`src/rtl/sad_engine.sv`:
```
// rtl/sad_engine.sv - sum-of-absolute-differences engine over two synchronous-read block memories
// Walks addresses 0..N_PIXELS-1, accumulates |a-b| one cycle behind the read, reports on done.
module sad_engine #(
  parameter int DATA_W   = 8,
  parameter int ADDR_W   = 8,
  parameter int N_PIXELS = 256,
  parameter int SUM_W    = 16
) (
  input  logic              clk,
  input  logic              rst_n,
  input  logic              start,
  output logic              busy,
  output logic              done,
  output logic [SUM_W-1:0]  sad_out,
  output logic [ADDR_W-1:0] mem_addr,
  output logic              mem_re,
  input  logic [DATA_W-1:0] a_data,
  input  logic [DATA_W-1:0] b_data
);

  typedef enum logic [1:0] {IDLE, RUN, DRAIN, DONE} state_t;

  // One extra counter bit so N_PIXELS == 2**ADDR_W is reachable for the terminal test.
  localparam logic [ADDR_W:0] N_CNT = (ADDR_W+1)'(N_PIXELS);
  localparam logic [ADDR_W:0] ONE   = (ADDR_W+1)'(1);

  state_t             state;
  logic [ADDR_W:0]    counter;
  logic [ADDR_W:0]    counter_nx;
  logic [SUM_W-1:0]   acc;
  logic               re_d;
  logic signed [DATA_W:0] diff;
  logic [DATA_W-1:0]  absdiff;

  assign counter_nx = counter + ONE;

  always_comb begin
    diff    = $signed({1'b0, a_data}) - $signed({1'b0, b_data});
    absdiff = diff[DATA_W] ? DATA_W'(-diff) : DATA_W'(diff);
  end

  always_ff @(posedge clk or negedge rst_n) begin
    if (!rst_n) begin
      state    <= IDLE;
      busy     <= 1'b0;
      done     <= 1'b0;
      sad_out  <= '0;
      mem_addr <= '0;
      mem_re   <= 1'b0;
      counter  <= '0;
      acc      <= '0;
      re_d     <= 1'b0;
    end else begin
      done <= 1'b0;
      re_d <= mem_re;
      // Read data lags the address by one cycle, so re_d marks a valid pixel pair.
      if (re_d) begin
        acc <= acc + SUM_W'(absdiff);
      end
      case (state)
        IDLE: begin
          if (start) begin
            state    <= RUN;
            busy     <= 1'b1;
            mem_re   <= 1'b1;
            mem_addr <= '0;
            counter  <= '0;
            acc      <= '0;
          end
        end
        RUN: begin
          counter <= counter_nx;
          if (counter_nx >= N_CNT) begin
            state  <= DRAIN;
            mem_re <= 1'b0;
          end else begin
            mem_addr <= counter_nx[ADDR_W-1:0];
          end
        end
        DRAIN: begin
          state <= DONE;
          busy  <= 1'b0;
        end
        DONE: begin
          sad_out <= acc;
          done    <= 1'b1;
          state   <= IDLE;
        end
        default: state <= IDLE;
      endcase
    end
  end

endmodule

```
`config.mk`:
```
export PLATFORM = sky130hd
export DESIGN_NAME = sad_engine
export DESIGN_NICKNAME = d
export VERILOG_FILES = /design/src/rtl/sad_engine.sv
export SDC_FILE = /design/constraint.sdc
export NUM_CORES = 1
export LEC_CHECK = 0
export ABC_AREA = 1
export BUFFER_PORTS_ARGS = -buffer_cell sky130_fd_sc_hd__buf_2
export CORE_MARGIN = 10
export CORE_UTILIZATION = 35
export DETAILED_ROUTE_END_ITERATION = 10
export GPL_ROUTABILITY_DRIVEN = 0
export SETUP_SLACK_MARGIN = 0.4
export SLEW_MARGIN = 10
export SYNTH_ARGS = -nofsm -noshare
export SYNTH_HDL_FRONTEND = slang
export SYNTH_SLANG_ARGS = --single-unit
```
`constraint.sdc`:
```
create_clock -name clk -period 1.73 [get_ports clk]
set_clock_uncertainty 0.1 [all_clocks]
set_input_delay 0.346 -clock clk [delete_from_list [all_inputs] [get_ports clk]]
set_output_delay 0.346 -clock clk [all_outputs]
set_load 0.05 [all_outputs]
```
* Word-level counts from Yosys, hierarchy flattened
Cells that the tools add are included.
** Storage, ports and cells
- Flip-flop bits (word level) :: 55
- Memories :: 0
- RAM bits :: 0
- Input port bits :: 19
- Latch bits :: 0
- Output and inout bits :: 27
- Memory bits (read-only) :: 0
** Cells by class
- Shifts and indexed selects :: 0
- Equality and inequality tests :: 6
- $lt $le $gt $ge :: 1
- Reduce and logical (&&, ||, !) cells :: 8
- Bitwise gates (word level) :: 0
- Multiplexer cells :: 17
- Divide/modulo/power cells :: 0
- $add $sub $neg :: 4
- Multiply operators :: 0
** Operators with widths (count)
- 2-to-1 mux 16 bit :: 3
- 2-to-1 mux 8 bit :: 3
- case mux 9 bit (2 select lines) :: 1
- adder 16 x 8 -> 16 bit :: 1
- case mux 8 bit (2 select lines) :: 1
- adder 9 x 1 -> 9 bit, second input constant :: 1
- >= comparator 9 bit, second input constant :: 1
- 2-to-1 mux 9 bit :: 1
- subtractor 8 x 8 -> 9 bit :: 1
- negator 8 bit :: 1
- case mux 2 bit (4 select lines) :: 1
- != test 2 bit, second input constant :: 3
- AND reduction 2 bit :: 3
- AND reduction 3 bit :: 2
- == test 2 bit, second input constant :: 2
- 2-to-1 mux 2 bit :: 2
- case mux 1 bit (2 select lines) :: 2
- nonzero test 2 bit :: 2
- 2-to-1 mux 1 bit :: 3
- == test 2 x 1 -> 1 bit, second input constant :: 1
- zero test 2 bit :: 1

* Depth between registers and ports, before layout
- Word-level depth :: 7
- Depth in mapped cells :: 25
- Mapped depth without buffers :: 25

* Worst setup path before layout
OpenSTA, ideal clock, no wires.
- Kind :: input to register
- From :: in a_data[0]
- To :: reg acc[12]
- Cell stages on the path :: 21
- Required time :: 1509 ps
- Data arrival time :: 2783 ps
- Path buffers :: 0
- Slack :: -1274 ps
- Cell sequence :: inv_1 ha_1 inv_1 fa_1 inv_1 nand2_1 a21oi_1 nand3_1 nor2_1 nand3_1 nand2_1 nand2_1 nand2_1 inv_1 ha_1 a21oi_1 a21boi_0 nand2_1 nand3_1 xor2_1 nor2_1
** Between the ends
- Word-level cells in the longest chain between the ends :: 7
** Ends and longest elaborated chain
- start: declaration :: RTL line 17 : input logic [DATA_W-1:0] a_data,
- subtractor 8 x 8 -> 9 bit (*) :: RTL line 38 : diff = $signed({1'b0, a_data}) - $signed({1'b0, b_data});
- negator 8 bit :: RTL line 39 : absdiff = diff[DATA_W] ? DATA_W'(-diff) : DATA_W'(diff);
- 2-to-1 mux 8 bit (*) :: RTL line 39
- adder 16 x 8 -> 16 bit (*) :: RTL line 58 : acc <= acc + SUM_W'(absdiff);
- 2-to-1 mux 16 bit (*) :: RTL line 57 : if (re_d) begin
- 2-to-1 mux 16 bit :: RTL line 62 : if (start) begin
- 2-to-1 mux 16 bit (*) :: RTL line 60 : case (state)
- end signal: assignment :: RTL line 58
- end: declaration :: RTL line 30 : logic [SUM_W-1:0] acc;
Mark *: on every way between the ends. The rest lies on a longest branch, timed or not.
A chain may end at the register's enable or synchronous reset.

* Worst setup path in the final report
Ends and elaborated chain as after synthesis.

==> qor.csv <==
stage,metric,value,unit
hold_path,Hold Path Class,in -> reg,
critical_path,RR Startpoint,acc[0],
route,number of antenna-violating nets in the routed design,0,
timing,setup violators final,27,
critical_path,most used cell along the critical path,nor2_2,
clocking,Clock Sinks,55,
cells_and_area,Non-Filler Instances,750,
power,Pleak,0.00300,uW
critical_path,reg2reg path depth,9,
cells_and_area,fill count,778,
cells_and_area,share of cells above drive strength 1,54.0,%
yosys,sequential area share after synthesis,39.2,%
critical_path,CP startpoint kind,input pin,
power,Overall Power,10600,uW
critical_path,crit end category,flop,
yosys,Mapped Nets,507,
timing,Final Critical Period,2.81,ns
global_routing,GRT Total Usage,13.4,%
die,die span in y,120,um
critical_path,top fanout value on the critical path,5,
yosys,Cell variety after synth,35,
route,Vias/cell,4.73,
yosys,number of synthesized flops with an enable pin,0,
yosys,Synth warnings,0,
clocking,Max clock buf depth,2,
clocking,TritonCTS clock tree,done,
die,# IOs,46,
yosys,Main synth FF type,dfrtp_1,
yosys,register bit total from synthesis,55,
timing,Final Hold Violating Endpoints,0,
hold_path,Hold Startpoint,start,
route,Residual DRC,0,
clocking,clk slew on worst S/H paths,0.10,ns
placed_design,Placement Cell Area,4500,sq um
yosys,Area contributors post-synth,"dfrtp_1, nand2_1, ha_1",
critical_path,CP max stage delay,0.47,ns
outcome,failing checks,negative setup slack,
clocking,buffer type at the clock tree root,clkbuf_8,
critical_path,CP Class,in -> reg,
placed_design,placed cells,678,
timing,Fmax achieved,356,MHz
route,initial DRC count,153,
yosys,Yosys top cell area share,39.2,%
placed_design,port bufs,45,
die,core area,9770,sq um
clocking,CTS buffer count,5,
yosys,Synth async-reset ratio,100,%
die,Starting Density,35.9,%
outcome,status,"complete, but fails checks",
run,maxcap violations,0,
global_routing,grt ovf,0,
critical_path,crit path launch,a_data[0],
route,overall via count from detail_route,3549,
yosys,leading area contributor after synthesis,dfrtp_1,
cells_and_area,nets@finish,661,
cells_and_area,Area growth syn-to-layout,72.4,%
critical_path,arrival time at the worst endpoint,2.93,ns
clocking,H-Tree Depth,2,
timing,Final WS setup,-1.08,ns
power,Max VDD drop,0.00127,V
die,die footprint,14400,sq um
yosys,synthesized area,3510,sq um
yosys,Avg Inst Size Synth,7.59,sq um
die,Rows,36,
timing,RSZ-0062 raised after global routing,true,
critical_path,Crit path required time,1.85,ns
critical_path,CP Cell Sequence,buf_8 > inv_12 > ha_4 > inv_4 > fa_2 > inv_2 > nand2_2 > a21oi_2 > nand3_1 > nor2_2 > nor2_2 > xor2_1 > inv_2 > ha_4 > nand2_1 > nor2_2 > nand2_1 > nand2_2 > nand3_2 > xor2_1 > nor2_1,
route,WL/cell,13.7,um
global_routing,initial antenna violation count,0,
placed_design,DP Wirelength,6350,um
yosys,Mapped Cells,462,
critical_path,slowest CP cell,fa_2,
global_routing,pin count of the biggest net entering global routing,22,
placed_design,DP Worst Slack,-1.50,ns
global_routing,first-pass GRT wire length,16300,um
cells_and_area,n_diodes,0,
die,die extent in x,120,um
clocking,clk_lat worst skew,0.32,ns
route,drt first pass iters,5,
global_routing,vias in the first global route,3520,
route,Post-Route WL,10300,um
timing,Relative slew margins,60.8,%
timing,period utilization,162,%
timing,Worst-Margin Slew,0.583,ns
power,PwrDens,1750,nW/um^2
cells_and_area,final instance area,6040,sq um
hold_path,hold path depth,2,
timing,"Slew Viols, Final",0,
==> report_power, final <==
part | leakage, uW | total [uW] | switching (uW) | internal [uW]
clock | 0.0000612 | 916 | 447 | 469
sequential | 0.000701 | 2120 | 412 | 1710
combinational | 0.00224 | 7560 | 3740 | 3820
total | 0.00300 | 10600 | 4600 | 6000
==> timing repair <==
action,CTS,global route
pin swaps,44,49
buffers inserted,36,22
gates resized for setup,144,90
endpoints found under the hold margin,17,0
endpoints found under the setup margin,76,80
gates cloned,5,0
hold buffers,1,0
==> critical path, delay by kind of cell <==
family | cells | cell delay (ns)
fa+ha+maj | 3 | 0.87
xor+xnor | 2 | 0.29
buf+inv | 5 | 0.36
compound gates | 1 | 0.12
simple gates | 10 | 0.93
==> Yosys cell counts, types with 3 or more instances <==
master	count
nand3_1	40
xor2_1	6
mux2_2	12
clkbuf_1	5
o21ai_1	3
nor2_1	53
ha_1	24
o211ai_1	3
a21oi_1	23
inv_2	3
dfrtp_1	55
nand2_1	123
o21ai_0	15
inv_1	66
nand4_1	3
nand2_2	3
==> cell usage in the layout (no fill, tap or decap), types with 15 or more instances in the layout <==
master,count
inv_2,15
buf_6,49
buf_4,72
inv_1,48
nor2_1,32
buf_2,17
nand3_1,19
nand2_1,85
nand2_2,32
nand3_2,20
dfrtp_1,55
==> per-layer routing <==
metal,wire length [um],GRT usage (%),vias to the layer above
met5,0,0,-
met4,82,2.71,0
met3,310,2.63,8
met2,5480,23.5,53
met1,4430,16.7,1702
li1,-,-,1786
==> sequential cells by signal, summed over array words and instances (netlist names) <==
signal,flops
state,2
counter,9
acc,16
done,1
re_d,1
sad_out,16
busy,1
mem_re,1
mem_addr,8
==> kinds of logic after synthesis <==
logic type | after synthesis | synth area share, %
AND/OR/NAND/NOR | 232 | 28.1
multiplexers | 12 | 3.85
adder cells (fa/ha/maj) | 26 | 9.70
flip-flops | 55 | 39.2
XOR/XNOR | 6 | 1.50
buffers and inverters | 77 | 8.70
AO/OA/AOI/OAI | 54 | 8.88
==> per-stage QoR <==
stage	hold slack, ns	util [%]	TNS [ns]
after floorplan	-0.0496	-	-15.13
after global placement	0.237	46.1	-19.91
after detailed placement	0.239	46.1	-20.82
after CTS	0.161	56.8	-14.16
after global routing	0.172	61.8	-19.18
final	0.167	61.8	-15.49
==> area by class of cell <==
cell class | count | area [sq um] | share of cell area [%]
multi-input cells | 330 | 2580 | 42.7
repair buffers | 155 | 1520 | 25.2
flip-flops and latches | 55 | 1380 | 22.8
inverters | 69 | 284 | 4.70
well taps | 133 | 166 | 2.75
clock buffers | 6 | 82.6 | 1.37
clock inverters | 2 | 35.0 | 0.580
==> worst paths after layout <==
check | to | slack (ns)
setup / recovery | acc[12] | -1.08
hold / removal | acc[2] | 0.17
setup reg to reg | acc[12] | -0.21
hold reg to reg | re_d | 0.34
max in group asynchronous | busy | 0.61
min in group asynchronous | mem_addr[2] | 0.42
Note: power is estimated with default switching activity, not from simulation.
